**config.mk**
```make
export PLATFORM = sky130hd
export DESIGN_NAME = muldiv_controller
export DESIGN_NICKNAME = d
export VERILOG_FILES = /design/src/rtl/muldiv_controller.sv
export SDC_FILE = /design/constraint.sdc
export NUM_CORES = 1
export LEC_CHECK = 0
export CAP_MARGIN = 20
export CORE_ASPECT_RATIO = 0.6
export CORE_MARGIN = 2
export CORE_UTILIZATION = 39
export DETAILED_ROUTE_END_ITERATION = 8
export PLACE_DENSITY_LB_ADDON = 0.2
export SYNTH_ARGS = -nofsm -noshare
export SYNTH_HDL_FRONTEND = slang
export SYNTH_SLANG_ARGS = --single-unit
```
**constraint.sdc**
```tcl
create_clock -name clk -period 4 [get_ports clk]
set_input_delay 0.4 -clock clk [delete_from_list [all_inputs] [get_ports clk]]
set_output_delay 0.4 -clock clk [all_outputs]
set_load 0.02 [all_outputs]
```
**src/rtl/muldiv_controller.sv**
```systemverilog
// rtl/muldiv_controller.sv - HI/LO multiply/divide sequencer (shift-add multiply, restoring divide)
// Long ops take WIDTH iterations plus a sign-fix and a result cycle; mthi/mtlo write directly.
module muldiv_controller #(
  parameter int WIDTH = 32
) (
  input  logic             clk,
  input  logic             reset,
  input  logic             start,
  input  logic [5:0]       Funct,
  input  logic [WIDTH-1:0] in_a,
  input  logic [WIDTH-1:0] in_b,
  output logic             busy,
  output logic             done,
  output logic [WIDTH-1:0] hi,
  output logic [WIDTH-1:0] lo
);

  localparam int CW = (WIDTH > 1) ? $clog2(WIDTH) : 1;
  localparam logic [CW-1:0] LAST = CW'(WIDTH - 1);

  localparam logic [5:0] F_MTHI  = 6'h11;
  localparam logic [5:0] F_MTLO  = 6'h13;
  localparam logic [5:0] F_MULT  = 6'h18;
  localparam logic [5:0] F_MULTU = 6'h19;
  localparam logic [5:0] F_DIV   = 6'h1a;
  localparam logic [5:0] F_DIVU  = 6'h1b;

  typedef enum logic [2:0] {IDLE, MUL, DIV, FIX, DONE} state_t;

  state_t             state;
  logic [CW-1:0]      cnt;
  // acc: multiply = {partial product, remaining multiplier}; divide = {remainder, dividend/quotient}
  logic [2*WIDTH-1:0] acc;
  logic [WIDTH-1:0]   op_m;
  logic [WIDTH-1:0]   a_raw;
  logic               neg_a;
  logic               neg_b;
  logic               is_div;

  logic               signed_in;
  logic               neg_a_in;
  logic               neg_b_in;
  logic [WIDTH-1:0]   mag_a;
  logic [WIDTH-1:0]   mag_b;
  logic [WIDTH:0]     mul_sum;
  logic [WIDTH:0]     rem_shift;
  logic [WIDTH-1:0]   diff;
  logic               ge;
  logic [2*WIDTH-1:0] prod_fix;
  logic [WIDTH-1:0]   quot_fix;
  logic [WIDTH-1:0]   rem_fix;

  always_comb begin
    signed_in = (Funct == F_MULT) || (Funct == F_DIV);
    neg_a_in  = signed_in & in_a[WIDTH-1];
    neg_b_in  = signed_in & in_b[WIDTH-1];
    mag_a     = neg_a_in ? ('0 - in_a) : in_a;
    mag_b     = neg_b_in ? ('0 - in_b) : in_b;

    mul_sum   = {1'b0, acc[2*WIDTH-1:WIDTH]} + {1'b0, (acc[0] ? op_m : '0)};

    rem_shift = acc[2*WIDTH-1:WIDTH-1];
    ge        = rem_shift >= {1'b0, op_m};
    diff      = rem_shift[WIDTH-1:0] - op_m;

    prod_fix  = (neg_a ^ neg_b) ? ('0 - acc) : acc;
    quot_fix  = (neg_a ^ neg_b) ? ('0 - acc[WIDTH-1:0]) : acc[WIDTH-1:0];
    rem_fix   = neg_a ? ('0 - acc[2*WIDTH-1:WIDTH]) : acc[2*WIDTH-1:WIDTH];
  end

  always_ff @(posedge clk) begin
    if (reset) begin
      state  <= IDLE;
      busy   <= 1'b0;
      done   <= 1'b0;
      hi     <= '0;
      lo     <= '0;
      cnt    <= '0;
      acc    <= '0;
      op_m   <= '0;
      a_raw  <= '0;
      neg_a  <= 1'b0;
      neg_b  <= 1'b0;
      is_div <= 1'b0;
    end else begin
      done <= 1'b0;
      case (state)
        IDLE: begin
          if (start) begin
            case (Funct)
              F_MULT, F_MULTU: begin
                acc    <= {{WIDTH{1'b0}}, mag_b};
                op_m   <= mag_a;
                neg_a  <= neg_a_in;
                neg_b  <= neg_b_in;
                is_div <= 1'b0;
                cnt    <= '0;
                busy   <= 1'b1;
                state  <= MUL;
              end
              F_DIV, F_DIVU: begin
                acc    <= {{WIDTH{1'b0}}, mag_a};
                op_m   <= mag_b;
                a_raw  <= in_a;
                neg_a  <= neg_a_in;
                neg_b  <= neg_b_in;
                is_div <= 1'b1;
                cnt    <= '0;
                busy   <= 1'b1;
                state  <= DIV;
              end
              F_MTHI:  hi <= in_a;
              F_MTLO:  lo <= in_a;
              default: ;
            endcase
          end
        end
        MUL: begin
          acc <= {mul_sum, acc[WIDTH-1:1]};
          cnt <= (cnt == LAST) ? '0 : cnt + 1'b1;
          if (cnt == LAST) state <= FIX;
        end
        DIV: begin
          acc <= {(ge ? diff : rem_shift[WIDTH-1:0]), acc[WIDTH-2:0], ge};
          cnt <= (cnt == LAST) ? '0 : cnt + 1'b1;
          if (cnt == LAST) state <= FIX;
        end
        FIX: begin
          // Results land on this edge so they are visible together with done in the DONE cycle.
          if (!is_div) begin
            hi <= prod_fix[2*WIDTH-1:WIDTH];
            lo <= prod_fix[WIDTH-1:0];
          end else if (op_m == '0) begin
            hi <= a_raw;
            lo <= '1;
          end else begin
            hi <= rem_fix;
            lo <= quot_fix;
          end
          done  <= 1'b1;
          state <= DONE;
        end
        DONE: begin
          busy  <= 1'b0;
          state <= IDLE;
        end
        default: state <= IDLE;
      endcase
    end
  end

endmodule
```
==> impl_metrics.env, run 1 <==
export IMPL_status="finished clean"
export IMPL_sw_frac_of_total=0.319
export IMPL_yosys_warnings=0
export IMPL_seq_area_frac_synth=0.246
export IMPL_antenna_found_initial=0
export IMPL_min_period_ns=3.74
export IMPL_worstPathArrival_ns=4.19
export IMPL_grt_pass1_wl_um=108000
export IMPL_drv_slew=0
export IMPL_synth_cell_types=86
export IMPL_drtIter0Drc=2342
export IMPL_min_path_type="in2reg"
export IMPL_combPwrFrac=0.219
export IMPL_grt_pass1_vias=16600
export IMPL_postCtsSetupBuffers=0
export IMPL_cts_resized=0
export IMPL_syn_to_final_growth_pct=18.7
export IMPL_clk_latency_ns=0.55
export IMPL_placed_area_um2=19000
export IMPL_reg2reg_to="acc[62]"
export IMPL_drt_pass1_iterations=6
export IMPL_die_area_um2=44600
export IMPL_switching_power_mw=1.80
export IMPL_gp_congestion=0.980
export IMPL_drc=0
export IMPL_cp_start_kind="flop"
export IMPL_finalClockSkew_ns=0.0183
export IMPL_syn_inst=2278
export IMPL_dp_hpwl_um=55800
export IMPL_fp_dieH_um=164
export IMPL_relSlewSlack=0.355
export IMPL_final_common_cell="nand2_1"
export IMPL_nNetsFinal=2514
export IMPL_stdcell_count=2954
export IMPL_synth_seq_cells=205
export IMPL_clock_fmax_ghz=0.267
export IMPL_finalSetupViolCount=0
export IMPL_via_per_inst=6.25
export IMPL_ir_worst_vdd_v=0.000311
export IMPL_critical_path_max_stage_delay_ns=0.47
export IMPL_critPathKind="reg2reg"
export IMPL_clkPwrFrac=0.407
export IMPL_cts_tree="built"
export IMPL_fin_area_um2=19800
export IMPL_io_pins=139
export IMPL_reg2reg_slack_ns=0.26
export IMPL_initial_utilization=0.397
export IMPL_holdWs_ns=0.306
export IMPL_clkSlewWorstSetupHoldPaths_ns=0.07
export IMPL_hold_end="acc[46]"
export IMPL_clock_sinks=205
export IMPL_io_buffers=138
export IMPL_wirelength_um=73000
export IMPL_path_cells="clkinv_1 -> buf_4 -> nor2_1 -> ha_1 -> o21a_1 -> o211ai_1 -> a211oi_1 -> o211ai_1 -> a311o_1 -> a21boi_1 -> a221oi_1 -> or4_1 -> o311ai_0"
export IMPL_drv_cap=0
export IMPL_yosys_most_used_dff="dfxtp_1"
export IMPL_p_leak_nw=7.40
export IMPL_rsz0062_at_grt="false"
export IMPL_diodes=0
export IMPL_tightest_slew_ns=0.967
export IMPL_cts_htree_levels=1
export IMPL_drive_above_1_share=0.0898
export IMPL_dp_slack_ns=0.232
export IMPL_fin_ws_ns=0.256
export IMPL_grt_max_degree=146
export IMPL_endpoint_kind="flop"
export IMPL_synth_edff_count=0
export IMPL_reg2reg_depth=13
export IMPL_p_int_mw=3.84
export IMPL_crit_family="compound AO/OA/AOI/OAI gates"
export IMPL_hold_path_startpoint="reset"
export IMPL_tns_ns=0
export IMPL_cts_buffers=24
export IMPL_hold_viol_final=0
export IMPL_worstPathBufferInverterCount=2
export IMPL_whs_path_depth=2
export IMPL_p_per_area_nw_per_um2=285
export IMPL_wl_per_cell_um=24.7
export IMPL_crit_top_cell="o211ai_1"
export IMPL_finalPower_mw=5.64
export IMPL_cp_required_ns=4.44
export IMPL_crit_slowest_cell="dfxtp_1"
export IMPL_fp_dieW_um=271
export IMPL_postLayoutCoreUtil=0.471
export IMPL_syn_area_per_cell_um2=7.33
export IMPL_syn_cell_area_um2=16700
export IMPL_synth_nets=2423
export IMPL_worstPathMaxFanout=12
export IMPL_ant_nets=0
export IMPL_row_count=58
export IMPL_overflow=0
export IMPL_min_period_over_period=0.936
export IMPL_clockRootBuffer="clkbuf_16"
export IMPL_grt_use_total=0.317
export IMPL_clk_path_buf_depth=3
export IMPL_core_um2=42100
export IMPL_r2r_start="acc[0]"
export IMPL_vias=18500
export IMPL_dp_cells=2913
export IMPL_final_cell_mix="259 x nand2_1, 232 x nor2_1, 228 x a21oi_1"
export IMPL_cts_hold_buf=0
export IMPL_sequentialPowerShare=0.374
export IMPL_async_reset_ff_frac=0
==> worst max-delay path by stage <==
stage	start	endpoint	slack, ns	cells past startpoint
floorplan	acc[0]	acc[59]	0.77	13
global placement	in_b[9]	acc[31]	0.28	9
detailed placement	in_b[7]	acc[31]	0.23	9
CTS	acc[0]	acc[62]	0.33	13
global route	acc[0]	acc[62]	0.05	13
finish	acc[0]	acc[62]	0.26	13
==> cell usage after synthesis (5+ instances only) <==
master    instances  area, um2
o41ai_1           9       78.8
a21oi_1         229       1150
ha_1             70        876
a21o_1           24        180
a22oi_1          13       97.6
nor2_1          234        878
nand3_1          27        135
nor3_1           43        215
o21bai_1          6       45.0
a31oi_1          25        156
mux2_2           16        180
clkbuf_1        163        612
o211ai_1         36        270
a221oi_1         59        517
nor2b_1          16        100
or4_1            16        120
xnor2_1          97        850
xor2_1          101        885
mux2i_1          37        370
a311oi_1         20        175
a221o_1          11        110
inv_1            62        233
o22ai_1          11       68.8
dfxtp_1         205       4100
nand4b_1          5       43.8
a211oi_1         51        383
a31o_2            5       43.8
o31ai_1          20        150
o21ai_1          37        185
nor4_1           21        131
and3_1           21        131
o21ai_0         122        611
o21a_1           12       90.1
a222oi_1         14        140
and2_1           22        138
or2_2            12       75.1
nand4_1          13       81.3
or3_1            16        100
nand2b_1         17        106
buf_2             5       25.0
nand2_1         261        980
buf_1            12       45.0
==> layer usage <==
metal / up-vias / track usage / share of wire
li1: 8455 / - / -
met3: 69 / 0.118 / 0.14
met2: 1043 / 0.407 / 0.37
met5: - / 0 / 0
met4: 0 / 0.0495 / 0.015
met1: 8901 / 0.492 / 0.47
==> state kept, by name (all words and copies together), names as in the netlist <==
| name | cells |
|---|---|
| acc | 64 |
| neg_a | 1 |
| cnt | 5 |
| hi | 32 |
| lo | 32 |
| done | 1 |
| op_m | 32 |
| state | 3 |
| busy | 1 |
| neg_b | 1 |
| a_raw | 32 |
| is_div | 1 |
==> power groups by stage <==
stage / sequential, mW / clock (mW) / combinational, mW
detailed placement: 2.15 / 0 / 1.18
CTS: 2.11 / 2.32 / 1.19
finish: 2.11 / 2.30 / 1.23
floorplan: 2.14 / 0 / 0.700
global placement: 2.15 / 0 / 1.18
global route: 2.11 / 2.39 / 1.30
==> kinds of logic (layout without fill, tap and decap cells) <==
group,Yosys count,in the layout,share of synthesized area
AO/OA/AOI/OAI,743,743,0.289
XOR/XNOR,198,198,0.104
adder cells (fa/ha/maj),72,72,0.0548
buffers and inverters,247,353,0.0577
flip-flops,205,205,0.246
multiplexers,53,53,0.0330
AND/OR/NAND/NOR,760,760,0.216
==> worst register-to-register path: cells and delay by family (launching register included) <==
kind / cells / cell delay [ns]
AOI/OAI and AO/OA: 8 / 1.89
buffers and inverters: 2 / 0.56
and+or+nand+nor: 2 / 0.53
DFF: 1 / 0.47
adders and majority gates: 1 / 0.20
==> area by class of cell <==
class	instances	area (um2)
fillers	4187	22300
multi-input cells	1826	11700
flip-flops and latches	205	4110
inverters	63	236
well taps	570	713
clock inverters	5	52.6
clock buffers	36	737
repair buffers	249	2280
Power figures use the tool's default switching activity.
==> run 2, diff against run 1 <==
- HOLD_SLACK_MARGIN: not set -> 0.03
==> results of run 2 <==
No change in the layout: final DEF, timing and power equal those of run 1.
==> run 3, diff against run 2 <==
- HOLD_SLACK_MARGIN: 0.03 -> 0.06
- PLACE_DENSITY_LB_ADDON: 0.2 -> not set
==> impl_metrics.env, run 3 (same netlist as run 1, synthesis figures left out) <==
export IMPL_nNetsFinal=2524
export IMPL_fillers=4231
export IMPL_p_per_area_nw_per_um2=279
export IMPL_grt_max_degree=106
export IMPL_cp_required_ns=4.40
export IMPL_clockRootBuffer="clkbuf_16"
export IMPL_crit_slowest_cell="dfxtp_1"
export IMPL_gp_congestion=1.00
export IMPL_fp_dieH_um=164
export IMPL_grt_pass1_vias=16800
export IMPL_min_period_over_period=0.916
export IMPL_cts_buffers=23
export IMPL_clock_sinks=205
export IMPL_ir_worst_vdd_v=0.000308
export IMPL_rsz0062_at_grt="false"
export IMPL_clk_latency_ns=0.56
export IMPL_crit_family="compound AO/OA/AOI/OAI gates"
export IMPL_cp_start_kind="flop"
export IMPL_wirelength_um=73100
export IMPL_hold_end="acc[35]"
export IMPL_drtIter0Drc=2385
export IMPL_relSlewSlack=0.313
export IMPL_postLayoutCoreUtil=0.471
export IMPL_grt_use_met3=0.166
export IMPL_ant_nets=0
export IMPL_clkSlewWorstSetupHoldPaths_ns=0.06
export IMPL_tns_ns=0
export IMPL_io_buffers=138
export IMPL_core_um2=42100
export IMPL_io_pins=139
export IMPL_stdcell_count=2964
export IMPL_final_common_cell="nand2_1"
export IMPL_syn_to_final_growth_pct=18.7
export IMPL_cts_htree_levels=1
export IMPL_critPathKind="reg2reg"
export IMPL_tightest_slew_ns=1.03
export IMPL_reg2reg_to="acc[39]"
export IMPL_drive_above_1_share=0.0927
export IMPL_busiest_layer="met1"
export IMPL_cts_resized=0
export IMPL_cts_tree="built"
export IMPL_clock_fmax_ghz=0.273
export IMPL_wl_per_cell_um=24.7
export IMPL_clk_path_buf_depth=3
export IMPL_worstPathArrival_ns=4.06
export IMPL_vias=18400
export IMPL_cp_depth=11
export IMPL_p_leak_nw=7.43
export IMPL_critical_path_max_stage_delay_ns=0.60
export IMPL_drc=0
export IMPL_regMostFlops="acc"
export IMPL_diodes=0
export IMPL_initial_utilization=0.397
export IMPL_postCtsSetupBuffers=0
export IMPL_grt_pass1_wl_um=108000
export IMPL_overflow=0
export IMPL_finalClockSkew_ns=0.0155
export IMPL_grt_use_total=0.319
export IMPL_min_path_type="in2reg"
export IMPL_largest_reg_flops=64
export IMPL_worstPathBufferInverterCount=1
export IMPL_drv_cap=0
export IMPL_endpoint_kind="flop"
export IMPL_fin_ws_ns=0.336
export IMPL_whs_path_depth=2
export IMPL_via_per_inst=6.21
export IMPL_worstPathMaxFanout=21
export IMPL_hold_viol_final=0
export IMPL_drt_pass1_iterations=6
export IMPL_reg2reg_depth=11
export IMPL_status="finished clean"
export IMPL_min_period_ns=3.66
export IMPL_r2r_start="acc[37]"
export IMPL_grt_util_met2=0.412
export IMPL_drv_slew=0
export IMPL_die_area_um2=44600
export IMPL_hold_path_startpoint="reset"
export IMPL_use_met1=0.462
export IMPL_antenna_found_initial=0
export IMPL_dp_cells=2924
export IMPL_fp_dieW_um=271
export IMPL_dp_hpwl_um=56200
export IMPL_finalSetupViolCount=0
export IMPL_path_cells="ha_1 -> a21o_1 -> a31o_2 -> a21oi_1 -> nand3_1 -> a31oi_1 -> o21ba_2 -> buf_4 -> mux2_2 -> a222oi_1 -> nor2_1"
export IMPL_dp_slack_ns=0.192
export IMPL_cts_hold_buf=0
export IMPL_final_cell_mix="259 x nand2_1, 232 x nor2_1, 228 x a21oi_1"
export IMPL_row_count=58
export IMPL_reg2reg_slack_ns=0.34
==> run 3: cell count changes in the layout (fill, tap and decap cells not counted), moves of 2 or more <==
| cell | delta |
|---|---|
| buf_4 | +13 |
| clkbuf_8 | -4 |
| buf_12 | -2 |
| clkbuf_16 | -2 |
| inv_6 | +2 |
==> run 3: worst max-delay path by stage <==
stage                     startpoint  endpoint  slack, ns
final                        acc[37]   acc[39]       0.34
after global routing         acc[37]   acc[39]       0.16
after CTS                     acc[0]   acc[62]       0.42
after detailed placement     in_b[9]   acc[31]       0.19
after global placement       in_b[9]   acc[31]       0.17
after floorplan               acc[0]   acc[59]       0.77
==> run 3: layout make-up <==
type	count	area, um2	share of cell area
clock buffers	31	636	0.0320
clock inverters	9	106	0.00536
inverters	63	236	0.0119
multi-input cells	1826	11700	0.590
flip-flops and latches	205	4110	0.207
well taps	570	713	0.0360
repair buffers	260	2340	0.118
==> run 3: stage by stage <==
stage / instance area [um2] / hold WS (ns) / total power, mW
finish: 19800 / 0.405 / 5.54
global route: 19800 / 0.475 / 5.71
CTS: 19800 / 0.406 / 5.52
detailed placement: 19100 / 0.446 / 3.32
global placement: 19100 / 0.440 / 3.32
floorplan: 16700 / 0.431 / 2.84
==> run 3: layer usage <==
layer / vias up / share of wire
li1: 8497 / -
met1: 8809 / 0.46
met2: 1023 / 0.37
met3: 89 / 0.16
met4: 0 / 0.015
met5: - / 0
==> run 3: power breakdown <==
| part | switching [mW] | total (mW) | leakage, nW | internal [mW] |
|---|---|---|---|---|
| registers | 0.0385 | 2.11 | 1.65 | 2.07 |
| clock network | 0.957 | 2.20 | 0.368 | 1.25 |
| logic | 0.796 | 1.23 | 5.41 | 0.435 |
